`config.mk`:
```
export PLATFORM = sky130hd
export DESIGN_NAME = spi_master_ctrl
export DESIGN_NICKNAME = d
export VERILOG_FILES = /design/src/rtl/spi_pkg.sv /design/src/rtl/spi_tick_gen.sv /design/src/rtl/spi_master_ctrl.sv
export SDC_FILE = /design/constraint.sdc
export NUM_CORES = 1
export LEC_CHECK = 0
export BUFFER_PORTS_ARGS = -buffer_cell sky130_fd_sc_hd__buf_4
export CORE_ASPECT_RATIO = 1.5
export CORE_MARGIN = 3
export CORE_UTILIZATION = 41
export CTS_CLUSTER_SIZE = 40
export DETAILED_ROUTE_END_ITERATION = 8
export PLACE_DENSITY = 0.61
export SYNTH_ARGS = -nofsm -noshare
export SYNTH_HDL_FRONTEND = slang
export SYNTH_SLANG_ARGS = --single-unit
export TNS_END_PERCENT = 100
```
`constraint.sdc`:
```
create_clock -name clk_in -period 6.96 [get_ports clk_in]
set_input_delay 0 -clock clk_in [delete_from_list [all_inputs] [get_ports clk_in]]
set_output_delay 0 -clock clk_in [all_outputs]
set_load 0.005 [all_outputs]
```
`src/rtl/spi_pkg.sv`:
```
// Shared types and constants for the SPI master controller.
package spi_pkg;

    typedef enum logic [1:0] {
        IDLE  = 2'd0,
        SETUP = 2'd1,
        XFER  = 2'd2,
        HOLD  = 2'd3
    } spi_state_e;

    // Mode 0: SCLK idles low, data sampled on the rising edge.
    localparam logic CPOL = 1'b0;
    localparam logic CPHA = 1'b0;

    // Wide enough to count every SCLK edge of one frame.
    function automatic int edge_cnt_w(input int data_w);
        return $clog2(2 * data_w + 1);
    endfunction

endpackage

```
`src/rtl/spi_tick_gen.sv`:
```
// Half-period timer: emits a one-cycle tick on the last cycle of every
// load_val-cycle period, restarting the period on a synchronous clear.
module spi_tick_gen #(
    parameter int DIV_W = 8
) (
    input  logic             clk_in,
    input  logic             rst_n,
    input  logic             clear,
    input  logic [DIV_W-1:0] load_val,
    output logic             tick
);

    logic [DIV_W-1:0] cnt;

    // A count of 0 only occurs after reset; treat it as expired.
    assign tick = (cnt <= DIV_W'(1));

    always_ff @(posedge clk_in or negedge rst_n) begin
        if (!rst_n)
            cnt <= '0;
        else if (clear || tick)
            cnt <= load_val;
        else
            cnt <= cnt - DIV_W'(1);
    end

endmodule

```
`src/rtl/spi_master_ctrl.sv`:
```
// Single-frame mode-0 SPI master: chip select, SCLK generation and
// MSB-first shifting for one command per start handshake.
module spi_master_ctrl
    import spi_pkg::*;
#(
    parameter int DATA_W = 8,
    parameter int DIV_W  = 8
) (
    input  logic              clk_in,
    input  logic              rst_n,
    input  logic              start,
    input  logic [DATA_W-1:0] tx_data,
    input  logic [DIV_W-1:0]  div_half,
    output logic              busy,
    output logic              done,
    output logic [DATA_W-1:0] rx_data,
    output logic              sclk,
    output logic              mosi,
    input  logic              miso,
    output logic              cs_n
);

    localparam int EW = edge_cnt_w(DATA_W);
    localparam logic [EW-1:0] LAST_EDGE = EW'(2 * DATA_W);

    spi_state_e        state, state_nx;
    logic [DIV_W-1:0]  h_reg, h_nx, h_in, load_val;
    logic [EW-1:0]     edge_cnt, edge_nx;
    logic [DATA_W-1:0] tx_sr, tx_sr_nx;
    logic [DATA_W-1:0] rx_sr, rx_sr_nx;
    logic [DATA_W-1:0] rx_data_nx;
    logic              busy_nx, done_nx, sclk_nx, mosi_nx, cs_n_nx;
    logic              tick, clear;

    assign h_in     = (div_half == '0) ? DIV_W'(1) : div_half;
    // In IDLE the timer preloads from the live input so SETUP starts with
    // the freshly accepted half-period.
    assign load_val = (state == IDLE) ? h_in : h_reg;
    assign clear    = (state_nx != state) || (state == IDLE);

    spi_tick_gen #(.DIV_W(DIV_W)) u_tick (
        .clk_in   (clk_in),
        .rst_n    (rst_n),
        .clear    (clear),
        .load_val (load_val),
        .tick     (tick)
    );

    always_ff @(posedge clk_in or negedge rst_n) begin
        if (!rst_n)
            state <= IDLE;
        else
            state <= state_nx;
    end

    always_comb begin
        state_nx   = state;
        h_nx       = h_reg;
        edge_nx    = edge_cnt;
        tx_sr_nx   = tx_sr;
        rx_sr_nx   = rx_sr;
        rx_data_nx = rx_data;
        busy_nx    = busy;
        done_nx    = 1'b0;
        sclk_nx    = sclk;
        mosi_nx    = mosi;
        cs_n_nx    = cs_n;
        case (state)
            IDLE: begin
                sclk_nx = CPOL;
                cs_n_nx = 1'b1;
                if (start) begin
                    state_nx = SETUP;
                    h_nx     = h_in;
                    tx_sr_nx = tx_data;
                    rx_sr_nx = '0;
                    edge_nx  = '0;
                    busy_nx  = 1'b1;
                    cs_n_nx  = 1'b0;
                    mosi_nx  = tx_data[DATA_W-1];
                end
            end
            SETUP: begin
                if (tick) begin
                    state_nx = XFER;
                    sclk_nx  = ~CPOL;
                    rx_sr_nx = {rx_sr[DATA_W-2:0], miso};
                    edge_nx  = EW'(1);
                end
            end
            XFER: begin
                if (tick) begin
                    edge_nx = edge_cnt + EW'(1);
                    if (sclk) begin
                        sclk_nx = 1'b0;
                        // Last falling edge has no next bit; mosi keeps the LSB.
                        if (edge_cnt + EW'(1) == LAST_EDGE) begin
                            state_nx = HOLD;
                        end else begin
                            tx_sr_nx = {tx_sr[DATA_W-2:0], 1'b0};
                            mosi_nx  = tx_sr[DATA_W-2];
                        end
                    end else begin
                        sclk_nx  = 1'b1;
                        rx_sr_nx = {rx_sr[DATA_W-2:0], miso};
                    end
                end
            end
            HOLD: begin
                sclk_nx = CPOL;
                if (tick) begin
                    state_nx   = IDLE;
                    cs_n_nx    = 1'b1;
                    busy_nx    = 1'b0;
                    done_nx    = 1'b1;
                    rx_data_nx = rx_sr;
                end
            end
            default: state_nx = IDLE;
        endcase
    end

    always_ff @(posedge clk_in or negedge rst_n) begin
        if (!rst_n) begin
            h_reg    <= DIV_W'(1);
            edge_cnt <= '0;
            tx_sr    <= '0;
            rx_sr    <= '0;
            rx_data  <= '0;
            busy     <= 1'b0;
            done     <= 1'b0;
            sclk     <= CPOL;
            mosi     <= 1'b0;
            cs_n     <= 1'b1;
        end else begin
            h_reg    <= h_nx;
            edge_cnt <= edge_nx;
            tx_sr    <= tx_sr_nx;
            rx_sr    <= rx_sr_nx;
            rx_data  <= rx_data_nx;
            busy     <= busy_nx;
            done     <= done_nx;
            sclk     <= sclk_nx;
            mosi     <= mosi_nx;
            cs_n     <= cs_n_nx;
        end
    end

endmodule

```
==> results.ini <==
[clock_tree]
clk_transition_reported_paths_ps = 90
tritoncts = built
cts_post_setup_buffers_inserted = 0
cts.sinks = 51
root_buffer = sky130_fd_sc_hd__clkbuf_8
numCtsBuffers = 5
clk_latency_ps = 300
cts_htree_levels = 2
clk_path_buf_depth = 2
cts_repair_resize_count = 0

[final_layout]
layout_stage_area_growth_over_the_synthesis_result_pct = 21.22
antenna_cells_inserted = 0
proportion_of_layout_cells_with_a_drive_suffix_above_1_pct = 28.52
post-route-cell-area_sq_um = 3102
final_nets = 296

[pwr]
power_frac_clock_pct = 18.8
report.power.total_uw = 1277
switching_power_uw = 453.5
vdd_ir_drop_max_mv = 0.2133
internal_power_uw = 823.3
p_seq_share_pct = 38.2
swShare_pct = 35.52
leakage_uw = 0.001414
power.share.combinational_pct = 43.0
power_density_over_the_cells_nw_per_um2 = 411.6

[detailed_routing]
dr.pass1.iters = 4
detail_route.wirelength_mm = 4.953
wl_per_cell_microns = 14.48
detailedRoute.firstIterationViolations = 45
avgViaCountPerCell = 5.135
drtAntennaViolNets = 0
remaining_drc_errors = 0
routed-via-count = 1756

[sta]
worst_clock_skew_ps = 5.398
max_slew_violation_total_from_the_final_report = 0
setup_viol = 0
clock.fmax_mhz = 351.1
timing.slew.headroom_pct = 43.22
min_period_ps = 2848
fin_setup_tns_ps = 0
grt_setup_unrepaired = false
timing_worst_slew_pin_value_ps = 851.7
layout_worst_path_cycle_share_pct = 40.92
finalHoldViolCount = 0

[synth]
postSynthAreaPerCell_sq_um = 11.37
syn-num-nets = 252
ys_dominant_reg_cell = sky130_fd_sc_hd__dfrtp_1
synth.distinct_cells = 37
synth.cell_area_sq_um = 2559
async_reset_ff_share_pct = 100.0
synth.yosys.warnings = 0
synth_edf_count = 0
synth_seq_area_share_pct = 49.98
yosys-top-cells-area = sky130_fd_sc_hd__dfrtp_1 48%, sky130_fd_sc_hd__mux2_2 13%, sky130_fd_sc_hd__mux2i_1 9.0%, sky130_fd_sc_hd__ha_1 3.4%, sky130_fd_sc_hd__inv_1 2.9%
yosys.area.top_type = sky130_fd_sc_hd__dfrtp_1
synth-seq-cells = 51
synthDominantCellAreaShare_pct = 47.92
netlist_instances = 225

[critical_path]
setup.worst_path.class = flip-flop to flip-flop
timing.reg2reg.setup_slack_ps = 4110
worst-path-stages = 7
critPathMaxStageDelay_ps = 600
critical_path.slowest_cell = sky130_fd_sc_hd__ha_1
worstSetupStartpointType = flip-flop
cp.buffers_inverters = 1
critPathRequiredTime_ps = 7150
crit_family = simple AND/OR/NAND/NOR gates
worst_setup_path_end_kind = flip-flop
worst-endpoint-arrival_ps = 3040
cp_max_fo = 14
critical_path.cell_chain = inv_1 -> ha_1 -> nand2_1 -> o21ai_0 -> nand3_2 -> o22ai_4 -> mux2_2
ff2ff_path_depth = 7

[place]
place_hpwl_mm = 3.483
gp_congestion = 0.7893
placed_cell_area_sq_um = 2859
port_buffers = 32

[hold_path]
min_path_type = input port to flip-flop
min_delay_path_depth = 3

[run_status]
result_of_the_run = completed

[global_routing]
grt_start_max_net_pins = 52
gr-total-overflow = 0
grt_pass1_wl_mm = 8.355
track_usage_pct = 14.71
via_count_of_the_first_global_routing_pass = 1829
grt_antenna_before_repair = 0

[floorplanning]
die_width_microns = 70.50
design.core.area_sq_um = 5913
fp.dieArea_sq_um = 7244
io_pins = 33
placementRows = 34
die_height_microns = 102.8
initial_core_util_pct = 43.27

[run]
max_cap_violations = 0

cells by family (layout without fill, tap and decap cells):
logic type	count (synthesis)	in the layout	share of synthesized area, %
flops	51	51	49.98
simple gates	56	56	11.69
compound gates	27	27	6.993
mux	52	52	21.76
xor+xnor	6	6	2.054
buf+inv	26	71	4.107
fa+ha+maj	7	7	3.423
routing by layer:
layer,up-vias,part of all wire [%],track usage (%)
met3,4,2.6,3.024
met1,856,41,16.68
met4,0,1.0,5.900
met5,-,0,0
li1,870,-,-
met2,26,55,26.91
metrics by stage:
stage	hold WS (ps)	cells	worst slack, ps	util (%)
6_report	31.97	342	4112	52.45
5_1_grt	42.90	342	3958	52.45
4_1_cts	40.77	342	4091	52.45
3_5_place_dp	73.64	323	4116	48.35
3_3_place_gp	79.23	323	4235	48.35
2_1_floorplan	-295.6	225	4753	-
power groups by stage:
stage / logic [uW] / clock network [uW] / registers (uW)
5_1_grt: 620 / 257 / 506
6_report: 549 / 240 / 488
3_3_place_gp: 541 / 0 / 491
3_5_place_dp: 555 / 0 / 496
2_1_floorplan: 428 / 0 / 476
4_1_cts: 562 / 248 / 490
cells in the final DEF (no fill, tap or decap), types with 2 or more instances in the layout:
master                          count
sky130_fd_sc_hd__nand4_1            3
sky130_fd_sc_hd__dfrtp_1           49
sky130_fd_sc_hd__bufinv_16          2
sky130_fd_sc_hd__o21ai_0           10
sky130_fd_sc_hd__mux2i_1           23
sky130_fd_sc_hd__nor2b_1            2
sky130_fd_sc_hd__dlygate4sd3_1     11
sky130_fd_sc_hd__clkbuf_8           5
sky130_fd_sc_hd__mux2_2            29
sky130_fd_sc_hd__nand3_1            5
sky130_fd_sc_hd__inv_1             20
sky130_fd_sc_hd__a21oi_1            7
sky130_fd_sc_hd__o22ai_1            2
sky130_fd_sc_hd__dfstp_2            2
sky130_fd_sc_hd__nor3_1             3
sky130_fd_sc_hd__xnor2_1            5
sky130_fd_sc_hd__a31oi_1            2
sky130_fd_sc_hd__buf_4             32
sky130_fd_sc_hd__ha_1               7
sky130_fd_sc_hd__nor4_1             2
sky130_fd_sc_hd__nand2_1           20
sky130_fd_sc_hd__nand4b_1           2
sky130_fd_sc_hd__nor2_1            10
sky130_fd_sc_hd__or4_1              2
area by class of cell:
cell class              instances  area, sq um
well taps                      72        90.09
clock inverters                 2        60.06
repair buffers                 43        350.3
fillers                       551         2811
multi-input cells             148         1175
clock buffers                   6        72.57
inverters                      20        75.07
flip-flops and latches         51         1279
cell usage after synthesis (2+ instances only):
cell type / count
sky130_fd_sc_hd__dfstp_2: 2
sky130_fd_sc_hd__nand2_1: 20
sky130_fd_sc_hd__o22ai_1: 2
sky130_fd_sc_hd__nor2b_1: 2
sky130_fd_sc_hd__clkbuf_1: 4
sky130_fd_sc_hd__a31oi_1: 2
sky130_fd_sc_hd__nand4b_1: 2
sky130_fd_sc_hd__mux2_2: 29
sky130_fd_sc_hd__o21ai_0: 10
sky130_fd_sc_hd__a21oi_1: 7
sky130_fd_sc_hd__inv_1: 20
sky130_fd_sc_hd__nor4_1: 2
sky130_fd_sc_hd__or4_1: 2
sky130_fd_sc_hd__nor3_1: 3
sky130_fd_sc_hd__xnor2_1: 5
sky130_fd_sc_hd__nor2_1: 10
sky130_fd_sc_hd__dfrtp_1: 49
sky130_fd_sc_hd__mux2i_1: 23
sky130_fd_sc_hd__nand3_1: 5
sky130_fd_sc_hd__ha_1: 7
sky130_fd_sc_hd__nand4_1: 3
what timing repair did:
| item | CTS | global route |
|---|---|---|
| hold endpoints to repair | 59 | 0 |
| hold buffers | 11 | 0 |
| endpoints found under the setup margin | 0 | 0 |
final timing paths:
check / from / end
worst min register to register: h_reg[0] / h_reg[0]
worst max register to register: state[1] / tx_sr[4]
max in group asynchronous: rst_n / h_reg[5]
min in group asynchronous: rst_n / u_tick.cnt[2]
worst max-delay path: state[1] / tx_sr[4]
worst min-delay path: div_half[0] / h_reg[0]
worst register-to-register path, cell delays in order, from the launching register on:
cell and delay (ps):
sky130_fd_sc_hd__dfrtp_1 450, sky130_fd_sc_hd__inv_1 120, sky130_fd_sc_hd__ha_1 600, sky130_fd_sc_hd__nand2_1 520, sky130_fd_sc_hd__o21ai_0 250, sky130_fd_sc_hd__nand3_2 120
sky130_fd_sc_hd__o22ai_4 300, sky130_fd_sc_hd__mux2_2 380
Power figures use the tool's default switching activity.
